**src/rtl/spi_regfile_pkg.sv**
```systemverilog
// Shared types and constants for the SPI register-file peripheral.
// Optional read path is controlled by SPI_REGFILE_READBACK_EN in the top level.
package spi_regfile_pkg;

  typedef enum logic [1:0] {
    ST_IDLE = 2'd0,
    ST_CMD  = 2'd1,
    ST_DATA = 2'd2,
    ST_HOLD = 2'd3
  } spi_state_e;

  localparam logic CMD_WRITE = 1'b1;
  localparam logic CMD_READ  = 1'b0;

  function automatic int frame_len(input int addr_w, input int data_w);
    return 1 + addr_w + data_w;
  endfunction

endpackage

```
**src/rtl/spi_sync_edge.sv**
```systemverilog
// Multi-stage input synchroniser with a previous-value flop for edge detection.
// The reset value is a parameter so idle-high inputs such as ncs start inactive.
module spi_sync_edge #(
  parameter int   STAGES    = 2,
  parameter logic RESET_VAL = 1'b0
) (
  input  logic clk,
  input  logic rst,
  input  logic din,
  output logic level,
  output logic rise,
  output logic fall
);

  logic [STAGES-1:0] sync_q;
  logic              prev_q;

  always_ff @(posedge clk or posedge rst) begin
    if (rst) begin
      sync_q <= {STAGES{RESET_VAL}};
      prev_q <= RESET_VAL;
    end else begin
      sync_q <= {sync_q[STAGES-2:0], din};
      prev_q <= sync_q[STAGES-1];
    end
  end

  assign level = sync_q[STAGES-1];
  assign rise  = level & ~prev_q;
  assign fall  = ~level & prev_q;

endmodule

```
**src/rtl/spi_regfile_peripheral.sv**
```systemverilog
// SPI mode-0 peripheral exposing NUM_REGS x DATA_W configuration registers.
// Define SPI_REGFILE_READBACK_EN to build the register readback path on cipo.
import spi_regfile_pkg::*;

module spi_regfile_peripheral #(
  parameter int NUM_REGS    = 5,
  parameter int ADDR_W      = 7,
  parameter int DATA_W      = 8,
  parameter int SYNC_STAGES = 2
) (
  input  logic                       clk,
  input  logic                       rst,
  input  logic                       sclk,
  input  logic                       copi,
  input  logic                       ncs,
  output logic                       cipo,
  output logic                       cipo_oe,
  output logic [NUM_REGS*DATA_W-1:0] reg_q,
  output logic [NUM_REGS-1:0]        wr_strobe,
  output logic                       frame_err
);

  // state   | meaning
  // S_IDLE  | waiting for chip select
  // S_CMD   | receiving R/W and address
  // S_DATA  | receiving or sending the data field
  // S_HOLD  | frame complete, waiting for ncs to rise
  localparam logic [1:0] S_IDLE = ST_IDLE;
  localparam logic [1:0] S_CMD  = ST_CMD;
  localparam logic [1:0] S_DATA = ST_DATA;
  localparam logic [1:0] S_HOLD = ST_HOLD;

  localparam int FL       = frame_len(ADDR_W, DATA_W);
  localparam int CNT_W    = $clog2(FL + 1);
  localparam int CMD_BITS = 1 + ADDR_W;

`ifdef SPI_REGFILE_READBACK_EN
  localparam logic READBACK = 1'b1;
`else
  localparam logic READBACK = 1'b0;
`endif

  logic sclk_level, sclk_rise, sclk_fall;
  logic ncs_level, ncs_rise, ncs_fall;
  logic copi_level, copi_rise, copi_fall;

  spi_sync_edge #(.STAGES(SYNC_STAGES), .RESET_VAL(1'b0)) u_sync_sclk (
    .clk(clk), .rst(rst), .din(sclk),
    .level(sclk_level), .rise(sclk_rise), .fall(sclk_fall)
  );

  spi_sync_edge #(.STAGES(SYNC_STAGES), .RESET_VAL(1'b1)) u_sync_ncs (
    .clk(clk), .rst(rst), .din(ncs),
    .level(ncs_level), .rise(ncs_rise), .fall(ncs_fall)
  );

  spi_sync_edge #(.STAGES(SYNC_STAGES), .RESET_VAL(1'b0)) u_sync_copi (
    .clk(clk), .rst(rst), .din(copi),
    .level(copi_level), .rise(copi_rise), .fall(copi_fall)
  );

  logic [1:0]        state_q;
  logic [CNT_W-1:0]  cnt_q;
  logic [CNT_W-1:0]  cnt_inc;
  logic [FL-1:0]     shift_q;
  logic [FL-1:0]     shift_nxt;
  logic              rw_q;
  logic [ADDR_W-1:0] addr_q;
  logic              overrun_q;
  logic [DATA_W-1:0] regs [NUM_REGS];

  logic frame_full, addr_ok, do_commit, do_err;

  function automatic logic in_range(input logic [ADDR_W-1:0] a);
    return 32'(a) < NUM_REGS;
  endfunction

  assign cnt_inc    = cnt_q + CNT_W'(1);
  assign shift_nxt  = {shift_q[FL-2:0], copi_level};
  assign frame_full = (cnt_q == CNT_W'(FL)) && !overrun_q;
  assign addr_ok    = in_range(addr_q);
  assign do_commit  = frame_full && addr_ok && (rw_q == CMD_WRITE);
  // Out-of-range reads are only an error when there is a read path to serve them.
  assign do_err     = !frame_full || (!addr_ok && ((rw_q == CMD_WRITE) || READBACK));

  always_ff @(posedge clk or posedge rst) begin
    if (rst) begin
      state_q   <= S_IDLE;
      cnt_q     <= '0;
      shift_q   <= '0;
      rw_q      <= CMD_READ;
      addr_q    <= '0;
      overrun_q <= 1'b0;
      wr_strobe <= '0;
      frame_err <= 1'b0;
      for (int k = 0; k < NUM_REGS; k++) regs[k] <= '0;
    end else begin
      wr_strobe <= '0;
      frame_err <= 1'b0;
      // ncs rising takes priority over any sclk edge seen in the same cycle.
      if (ncs_rise) begin
        state_q <= S_IDLE;
        if (state_q != S_IDLE) begin
          frame_err <= do_err;
          if (do_commit) begin
            for (int k = 0; k < NUM_REGS; k++) begin
              if (addr_q == ADDR_W'(k)) begin
                regs[k]      <= shift_q[DATA_W-1:0];
                wr_strobe[k] <= 1'b1;
              end
            end
          end
        end
      end else begin
        case (state_q)
          S_IDLE: begin
            if (ncs_fall) begin
              state_q   <= S_CMD;
              cnt_q     <= '0;
              shift_q   <= '0;
              rw_q      <= CMD_READ;
              addr_q    <= '0;
              overrun_q <= 1'b0;
            end
          end
          S_CMD: begin
            if (sclk_rise) begin
              shift_q <= shift_nxt;
              cnt_q   <= cnt_inc;
              if (cnt_inc == CNT_W'(CMD_BITS)) begin
                state_q <= S_DATA;
                rw_q    <= shift_nxt[ADDR_W];
                addr_q  <= shift_nxt[ADDR_W-1:0];
              end
            end
          end
          S_DATA: begin
            if (sclk_rise) begin
              shift_q <= shift_nxt;
              cnt_q   <= cnt_inc;
              if (cnt_inc == CNT_W'(FL)) state_q <= S_HOLD;
            end
          end
          default: begin
            if (sclk_rise) overrun_q <= 1'b1;
          end
        endcase
      end
    end
  end

  for (genvar g = 0; g < NUM_REGS; g++) begin : g_flat
    assign reg_q[g*DATA_W +: DATA_W] = regs[g];
  end

`ifdef SPI_REGFILE_READBACK_EN
  logic              cmd_done;
  logic [DATA_W-1:0] rd_word;
  logic [DATA_W-1:0] rd_shift_q;
  logic              cipo_q;
  logic              is_read_q;

  assign cmd_done = !ncs_rise && (state_q == S_CMD) && sclk_rise &&
                    (cnt_inc == CNT_W'(CMD_BITS));

  always_comb begin
    rd_word = '0;
    for (int k = 0; k < NUM_REGS; k++) begin
      if (shift_nxt[ADDR_W-1:0] == ADDR_W'(k)) rd_word = regs[k];
    end
  end

  always_ff @(posedge clk or posedge rst) begin
    if (rst) begin
      rd_shift_q <= '0;
      cipo_q     <= 1'b0;
      is_read_q  <= 1'b0;
    end else if (ncs_rise || ((state_q == S_IDLE) && ncs_fall)) begin
      cipo_q    <= 1'b0;
      is_read_q <= 1'b0;
    end else if (cmd_done) begin
      is_read_q  <= (shift_nxt[ADDR_W] == CMD_READ);
      rd_shift_q <= rd_word;
    end else if ((state_q == S_DATA) && sclk_fall && is_read_q) begin
      cipo_q     <= rd_shift_q[DATA_W-1];
      rd_shift_q <= {rd_shift_q[DATA_W-2:0], 1'b0};
    end
  end

  assign cipo_oe = is_read_q && ((state_q == S_DATA) || (state_q == S_HOLD));
  assign cipo    = cipo_oe & cipo_q;
`else
  assign cipo_oe = 1'b0;
  assign cipo    = 1'b0;
`endif

endmodule

```
**config.mk**
```make
export PLATFORM = sky130hd
export DESIGN_NAME = spi_regfile_peripheral
export DESIGN_NICKNAME = d
export VERILOG_FILES = /design/src/rtl/spi_regfile_pkg.sv /design/src/rtl/spi_sync_edge.sv /design/src/rtl/spi_regfile_peripheral.sv
export SDC_FILE = /design/constraint.sdc
export NUM_CORES = 1
export LEC_CHECK = 0
export ABC_CLOCK_PERIOD_IN_PS = 7000
export CELL_PAD_IN_SITES_DETAIL_PLACEMENT = 1
export CELL_PAD_IN_SITES_GLOBAL_PLACEMENT = 1
export CORE_ASPECT_RATIO = 2
export CORE_MARGIN = 3
export CORE_UTILIZATION = 28
export DETAILED_ROUTE_END_ITERATION = 10
export HOLD_SLACK_MARGIN = 0.05
export PLACE_DENSITY_LB_ADDON = 0.3
export SETUP_SLACK_MARGIN = 0.15
export SLEW_MARGIN = 20
export SYNTH_ARGS = -nofsm -noshare
export SYNTH_HDL_FRONTEND = slang
export SYNTH_SLANG_ARGS = --single-unit
```
**constraint.sdc**
```tcl
create_clock -name clk -period 7 [get_ports clk]
set_input_delay 0.7 -clock clk [delete_from_list [all_inputs] [get_ports clk]]
set_output_delay 0.7 -clock clk [all_outputs]
set_load 0.05 [all_outputs]
```
# Word level (Yosys, flattened, before mapping)
# Cells that the tools add are included.
[op_classes]
n_addsub = 1
multipliers = 0
n_div = 0
magnitude_cmp = 1
eq_ne = 18
n_shift = 0
mux = 33
bitwise_logic = 8
reduce_logical = 25
[op_table]
columns = ["operator", "count"]
rows = [
  ["$reduce_and 4->1", 7],
  ["$mux 5", 5],
  ["$mux 7", 3],
  ["$mux 8", 2],
  ["$pmux 8 s2", 1],
  ["$ne 3x3->1 const B", 5],
  ["$eq 7x2->1 const B", 2],
  ["$pmux 7 s2", 1],
  ["$mux 2", 6],
  ["$mux 1", 11],
  ["$eq 5x5->1 const B", 2],
  ["$pmux 5 s2", 1],
  ["$reduce_bool 2->1", 4],
  ["$eq 7x1->1 const B", 1],
  ["$eq 7x3->1 const B", 1],
  ["$logic_not 7->1", 1],
  ["$lt 7x3->1 const B", 1],
  ["$ne 2x2->1 const B", 3],
  ["$pmux 2 s3", 1],
  ["$reduce_and 6->1", 1],
  ["$add 5x1->5 const B", 1],
  ["$eq 5x4->1 const B", 1],
  ["$not 1->1", 5],
  ["$reduce_and 5->1", 1],
  ["11 further kinds", 19],
]
[word_totals]
register_bits = 78
latch_bits = 0
ram_bits = 0
romBits = 0
input_bits = 5
word_cells = 104
mem_count = 0

# Logic depth before layout (Yosys ltp)
# Gate-level depths: netlist of the first run.
[logic_depth]
depth_word = 7
ltp_mapped = 9
mapped_depth_nobuf = 7

# By module
# Synthesis of the first run repeated with hierarchy kept, for this count alone.
[unflattened]
cells_unflattened = 228
hier_area_um2 = 3225.6
[modules_own_cells]
columns = ["module", "instances", "cells_each", "area_each_um2", "seq_area_each_um2"]
rows = [
  ["spi_regfile_peripheral", 1, 210, 2940.3, 1751.7],
  ["spi_sync_edge (u_sync_copi ...)", 2, 6, 93.8, 75.1],
  ["spi_sync_edge (u_sync_ncs)", 1, 6, 97.6, 78.8],
]

# Worst setup path before layout of the first run
# No wires, ideal clock.
[synth_path]
path_kind = "flip-flop to flip-flop"
from = "register u_sync_ncs.sync_q[1]"
to = "register regs (netlist bit reg_q[16])"
arrival_ps = 2090
path_slack_ps = 4786
path_stages_with_launch = 9
synth_period_minus_slack_ps = 2214
cell_sequence = "dfstp_2 > ha_1 > clkbuf_1 > and3b_1 > and4_1 > nand2b_1 > nor3b_1 > buf_4 > mux2_2"
[synth_via]
elab_chain_cells = 2
[synth_rtl]
columns = ["element", "line", "rtl"]
rows = [
  ["from (decl)", "spi_sync_edge.sv:15", "logic [STAGES-1:0] sync_q;"],
  ["from (signal assigned)", "spi_sync_edge.sv:20", "sync_q <= {STAGES{RESET_VAL}};"],
  ["from (signal assigned)", "spi_sync_edge.sv:23", "sync_q <= {sync_q[STAGES-2:0], din};"],
  ["$and 1x1->1", "spi_sync_edge.sv:29", "assign rise = level & ~prev_q;"],
  ["$reduce_and 4->1 (no line)", "n/a", ""],
  ["to (signal, indexed assignment)", "spi_regfile_peripheral.sv:108", "regs[k] <= shift_q[DATA_W-1:0];"],
  ["to (decl)", "spi_regfile_peripheral.sv:70", "logic [DATA_W-1:0] regs [NUM_REGS];"],
]
# Every way passes these cells.
# A chain may end at the register's enable or synchronous reset.

# Final worst setup path of the first run
[layout_path]
from = "register u_sync_ncs.sync_q[1]"
to = "register regs (netlist bit reg_q[5])"
# The elaborated chain is that of the path after synthesis.

==> metrics.txt, run 1 <==
outcome complete, no violations; register area share after synthesis 0.5986; GP Congestion about 0.8; Finished Layout Cells between 400 and 500; initial antenna violation count 0; drt wl/cell ~17 um; RSZ-0062 raised after global routing false; register area ~0.0020 mm2; Multi-input gate area between 0.001 and 0.0015 mm2; Comb power frac 0.152; async set-or-reset flop fraction in the synthesized netlist 1.000; final routed DRC violation total 0; post-synthesis simple-gate area fraction 0.1206; Total GRT Usage 0.1390; Via density approximately 4.6; clock sink total 78; Hold WC Path Type reg2reg; Area growth, synth to finish 28.99%; DRT Pass-1 Iters 3; Pleak ~0.0019 uW; Post-Route WL about 8000 um; total placed cells including tap cells between 400 and 500; Setup Skew slightly below 0.008 ns; post-CTS resize count 0; PortBufs 50; #FFs+latches synth 78; net switching fraction of the power 0.2883; CTS tree built; Final Hold Viols 0; routed via count ~2200; Root Driver clkbuf_16; Reg power frac 0.436; largest stage delay on the critical path ~0.54 ns; Crit path max-delay family simple AND/OR/NAND/NOR gates; Adder-Cell Fraction of Synth Area 0.03447; worst slack at placement ~4.6 ns; yosys warns 0; top-area cell type share of the netlist area 0.5745; min setup slack post-route about 4.6 ns; CP Launch Type flop; top post-synthesis cells by count 75 x dfrtp_1, 43 x nand2_1, 30 x o21ai_0; clock buffer count from CTS 9; WP buf/inv 0; largest family of logic cells by synthesized area multiplexers; Fillers between 1000 and 1500; number of setup buffers added after CTS 0; Starting Density 0.2877; Yosys cell types 38; clock slew at the register clock pins of the worst setup and hold paths about 0.060 ns; die area 0.01308 mm2; Synth area leader dfrtp_1; Layout Nets approximately 340; worst-path maximum fanout 10; Post-synth EDFFs 0; Max-cap violations 0; final critical-path required period 2.387 ns; total core area around 0.011 mm2; Peak VDD IR 0.1598 mV; Post-Synthesis Cells 276; Rows 55; most common flop cell mapped by yosys dfrtp_1; syn_area_per_cell between 10 and 15 um2; setup violators final 0; synthesized cell area roughly 0.0033 mm2; design area 0.004214 mm2; max frequency ~420 MHz; vias in the first global route about 2400; Synth area leaders dfrtp_1 57%, mux2_2 8.6%, nand2_1 4.9%; Slew headroom 0.5185; Worst Tran Pin Value slightly above 0.7 ns; Post-Synth XOR/XNOR Area 0.008043; # H-tree levels 3; Crit. End Element flop; global-route wire length before repair between 10000 and 15000 um; required time worst endpoint slightly above 7 ns; I/O Pins 53; Power Internal just over 800 uW; DP Area between 0.003 and 0.004 mm2; Final Max Tran Viols 0; setup tns final 0 ns; top-count cell post-synth dfrtp_1; CTS Hold Buffers Added 0; DP Wirelength between 5000 and 6000 um; Max Buffers Root-to-Sink 2; Net Sw Power approximately 330 uW; largest net degree at the start of global routing 79; PwrDens 271.5 mW/mm2; Routed Antenna Nets 0; Tcrit/Tclk final 0.3409; Clk pwr share 0.412; crit path DAT roughly 2.6 ns; Synth Area in Compound Gates 0.07507; n_diodes 0; die width approximately 82 um; GR Overflow Total 0; post-synthesis mux area share 0.1210; CP max stage cell dfstp_2; Worst-Skew Late Latency ~0.34 ns; Crit Path Category reg2reg; Die Ht roughly 160 um; Initial DRC Count just under 100; Critical Path, Cell by Cell ha_1 > and3b_1 > and4_1 > nand2b_1 > nor3_4 > mux2_2; layout cells sized above 1 0.1527
==> layout by cell type, fill, tap and decap left out, types with 2 or more instances in the layout <==
cell	Yosys	final
dfrtp_1	75	75
clkdlybuf4s50_1	0	50
nand2_1	43	43
o21ai_0	30	30
mux2_2	25	25
inv_1	20	19
ha_1	9	9
clkbuf_16	0	9
mux2i_1	8	8
a21oi_1	6	6
nor2_1	4	4
nand3_1	4	4
nand2b_1	3	3
nor3b_1	3	3
mux2_1	3	3
nand4b_1	3	3
a211oi_1	3	3
dfstp_2	3	3
nor4_1	2	2
nor3_4	2	2
and2_1	2	2
xor2_1	2	2
conb_1	1	2
clkinvlp_4	0	2
buf_4	4	2
==> worst reg2reg max path, stage by stage (launching register included) <==
cell and delay (ns):
dfstp_2 0.54, ha_1 0.32, and3b_1 0.21, and4_1 0.23
nand2b_1 0.13, nor3_4 0.45, mux2_2 0.39
==> final cells by class <==
cell class                 instances  area share
multi-input combinational        168      0.2803
clock buffer                      10     0.05671
clock inverter                     5     0.01395
timing repair buffer              53      0.1250
tap                              142     0.04216
inverter                          20     0.01781
sequential                        78      0.4641
==> metal layers <==
metal	vias to the layer above	track usage	part of all wire
met5	-	0	0
met4	0	0.06051	0.022
met3	9	0.03746	0.031
met2	32	0.2398	0.57
met1	1127	0.1532	0.38
li1	1035	-	-
==> cells by family (layout without fill, tap and decap cells) <==
family | count (synthesis) | after routing
AO/OA/AOI/OAI | 44 | 44
AND/OR/NAND/NOR | 74 | 74
other | 1 | 2
adder cells (fa/ha/maj) | 9 | 9
XOR/XNOR | 3 | 3
flip-flops | 78 | 78
buffers and inverters | 31 | 88
multiplexers | 36 | 36
==> registers in the layout (all words and copies together) (netlist names), 2 cells and up <==
signal	count
reg_q	40
shift_q	8
addr_q	7
cnt_q	5
wr_strobe	5
state_q	2
u_sync_copi.sync_q	2
u_sync_ncs.sync_q	2
u_sync_sclk.sync_q	2
==> metrics by stage <==
step                      hold slack, ns  power (uW)    util
after floorplan                   0.3312       623.3       -
after global placement            0.3358       675.3  0.3446
after detailed placement          0.3393       683.5  0.3446
after CTS                         0.3531        1165  0.3708
after global routing              0.3708        1203  0.3711
final                             0.3445        1144  0.3711
==> power by group through the flow <==
stage          Sequential [uW]  Combinational [uW]  Clock [uW]
2_1_floorplan              502                 121           0
3_3_place_gp               506                 169           0
3_5_place_dp               507                 176           0
4_1_cts                    500                 179         485
5_1_grt                    503                 196         505
6_report                   499                 174         472
==> worst paths after layout <==
kind / startpoint / endpoint / slack, ns / cells past startpoint
worst max register to register: u_sync_ncs.sync_q[1]$_DFF_PP1_ / reg_q[5]$_DFFE_PP0P_ / 4.61 / 6
worst min-delay path: u_sync_copi.sync_q[0]$_DFF_PP0_ / u_sync_copi.sync_q[1]$_DFF_PP0_ / 0.34 / 0
worst max-delay path: u_sync_ncs.sync_q[1]$_DFF_PP1_ / reg_q[5]$_DFFE_PP0P_ / 4.61 / 6
min in group asynchronous: rst / wr_strobe[0]$_DFF_PP0_ / 0.85 / 3
worst min register to register: u_sync_copi.sync_q[0]$_DFF_PP0_ / u_sync_copi.sync_q[1]$_DFF_PP0_ / 0.34 / 0
max in group asynchronous: rst / wr_strobe[4]$_DFF_PP0_ / 5.63 / 3
Power figures use the tool's default switching activity.
==> run 2: changes to the inputs <==
- ABC_CLOCK_PERIOD_IN_PS: 7000 -> 2150
- clock period: 7 -> 2.15 ns (I/O delays scaled with it)
==> run 2 against run 1 <==
Compared with the run above: flip-flop and latch count unchanged; global-route usage increased by 0.96 points; via count increased by 5.0%; critical path type unchanged; final cell count increased by 4.0%; critical endpoint is now reg_q[9]$_DFFE_PP0P_; die area unchanged; core utilization increased by 3.2 points; count of clock-buffer cells in the layout increased by 2; largest power group unchanged; combinational power increased to 4.6 times the previous value; sequential power increased to 3.3 times the previous value; routed wire length increased by 11%; register-to-register slack got worse by 4.5 ns; non-clock buffer count increased by 18.
==> metrics.txt, run 2 (synthesis gave the netlist of run 1 again) <==
most frequent cells in the layout 73 x dfrtp_1, 50 x clkdlybuf4s50_1, 43 x nand2_1, 29 x o21ai_0, 18 x inv_1; max frequency 492.8 MHz (+18%); Peak VDD IR 0.4973 mV (+210%); Max-cap violations 0 (unchanged); initial antenna violation count 0 (unchanged); Worst-Skew Late Latency 0.34 ns (about the same); die width 82.38 um (unchanged); CTS Hold Buffers Added 0 (unchanged); Root Driver clkbuf_16; Total GRT Usage 0.1486 (+0.009610); vias in the first global route 2535 (+6.3%); clock sink total 78 (unchanged); Rows 55 (unchanged); GP Congestion 0.7744 (-2.7%); total power draw 3951 uW (+250%); Tcrit/Tclk final 0.9439 (+0.6030); crit path DAT 2.25 ns (-0.36 ns); final routed DRC violation total 0 (unchanged); DP Wirelength 6084 um (+3.6%); worst-path maximum fanout 4 (-6); outcome complete, no violations; DRT Pass-1 Iters 3 (unchanged); layout cells sized above 1 0.2606 (+0.1079); r2r setup slk 0.12 ns (-4.49 ns); max reg flops 40 (unchanged); Layout Nets 362 (+5.2%); Crit Path Category reg2reg; PortBufs 50 (unchanged); # H-tree levels 3 (unchanged); Via density 4.675 (+1.0%); global-route wire length before repair 14220 um (+6.7%); Setup Skew 0.007934 ns (+0.00006404 ns); Final Hold Viols 0 (unchanged); routed via count 2314 (+5.0%); die area 0.01308 mm2 (unchanged); Starting Density 0.2877 (unchanged); Die Ht 158.8 um (unchanged); I/O Pins 53 (unchanged); clock slew at the register clock pins of the worst setup and hold paths 0.06 ns (about the same); largest net degree at the start of global routing 79 (unchanged); required time worst endpoint 2.37 ns (-4.85 ns); Crit. End Element flop; CP Launch Type flop; PwrDens 862.8 mW/mm2 (+220%); total placed cells including tap cells 472 (+2.4%); Area growth, synth to finish 40.18%; final critical-path required period 2.029 ns (-0.3572 ns); clock buffer count from CTS 9 (unchanged); GR Overflow Total 0 (unchanged); total core area 0.01135 mm2 (unchanged); final hold slack 0.2929 ns (-0.05155 ns); Initial DRC Count 103 (+4.0%); Hold WC Path Type in2reg; Final Max Tran Viols 0 (unchanged); drt wl/cell 18.00 um (+6.7%); Worst Tran Pin Value 0.5190 ns (-0.2033 ns); Post-Route WL 8909 um (+11%); Pleak 0.002003 uW (+6.3%); Slew headroom 0.6529 (+0.1345); Multi-input gate area 0.001369 mm2 (+16%); commonest non-fill, non-tap cell in the layout dfrtp_1; RSZ-0062 raised after global routing true; Fillers 1220 (-1.1%); Finished Layout Cells 495 (+4.0%); n_diodes 0 (unchanged); setup violators final 0 (unchanged); Routed Antenna Nets 0 (unchanged); Max Buffers Root-to-Sink 2 (unchanged); CTS tree built; register area 0.001958 mm2 (+0.13%)
## run 2: cell count changes in the layout (fill, tap and decap cells not counted), moves of 3 or more
cell      delta
a211oi_1     -3
a211oi_2     +3
buf_12       +3
buf_4       +14
clkbuf_1     +3
ha_1         -4
ha_4         +4
mux2_2      -11
mux2_4      +12
## run 2: per-stage QoR
| step | util | worst slack [ns] | area (um2) | TNS (ns) |
|---|---|---|---|---|
| 6_report | 0.4033 | 0.1206 | 4579 | 0 |
| 5_1_grt | 0.4033 | 0.05447 | 4579 | 0 |
| 4_1_cts | 0.3948 | 0.09902 | 4483 | 0 |
| 3_5_place_dp | 0.3572 | -0.01495 | 4056 | -0.01737 |
| 3_3_place_gp | 0.3572 | -0.05600 | 4056 | -0.07480 |
| 2_1_floorplan | - | 0.1065 | 3311 | 0 |
## run 2: worst max-delay path: stages, from the launching register on
cell and delay (ns):
dfrtp_1 0.41, nor4b_4 0.37, and4_4 0.31, nand2b_4 0.09, nor3b_4 0.21, buf_4 0.20
mux2_4 0.31
## run 2: final cells by class
class,instances,share of cell area
clock buffer,12,0.05164
tap,142,0.03880
timing repair buffer,71,0.1536
sequential,78,0.4276
inverter,20,0.01721
multi-input combinational,168,0.2989
clock inverter,4,0.01230
## run 2: timing repair
action | in CTS | in global routing
endpoints found under the hold margin | 0 | 0
endpoints found under the setup margin | 33 | 39
cloned | 2 | 0
buffers inserted | 2 | 3
gates resized for setup | 29 | 16
pin swaps | 5 | 6
## run 2: final timing paths
check / startpoint / to / depth (start not counted)
min reg2reg: u_sync_copi.sync_q[0]$_DFF_PP0_ / u_sync_copi.sync_q[1]$_DFF_PP0_ / 0
min in group asynchronous: rst / reg_q[2]$_DFFE_PP0P_ / 3
min: ncs / u_sync_ncs.sync_q[0]$_DFF_PP1_ / 1
max reg2reg: cnt_q[3]$_DFFE_PP0P_ / reg_q[9]$_DFFE_PP0P_ / 6
max in group asynchronous: rst / cnt_q[0]$_DFFE_PP0P_ / 3
max: cnt_q[3]$_DFFE_PP0P_ / reg_q[9]$_DFFE_PP0P_ / 6
## run 2: power by group
part / switching (uW) / internal (uW)
combinational: 465 / 338
clock: 604 / 909
sequential: 93.7 / 1540
total: 1160 / 2790
## run 2: routing by layer
metal  track usage  share of wire  vias to the layer above
li1              -              -                     1071
met1        0.1559           0.36                     1185
met2        0.2628           0.58                       41
met3       0.03746          0.028                       17
met4       0.07110          0.035                        0
met5             0              0                        -
==> run 3: changes to the inputs <==
- CAP_MARGIN: not set -> 20
==> results of run 3 <==
The final DEF is identical to that of run 2; final timing and power are the same.
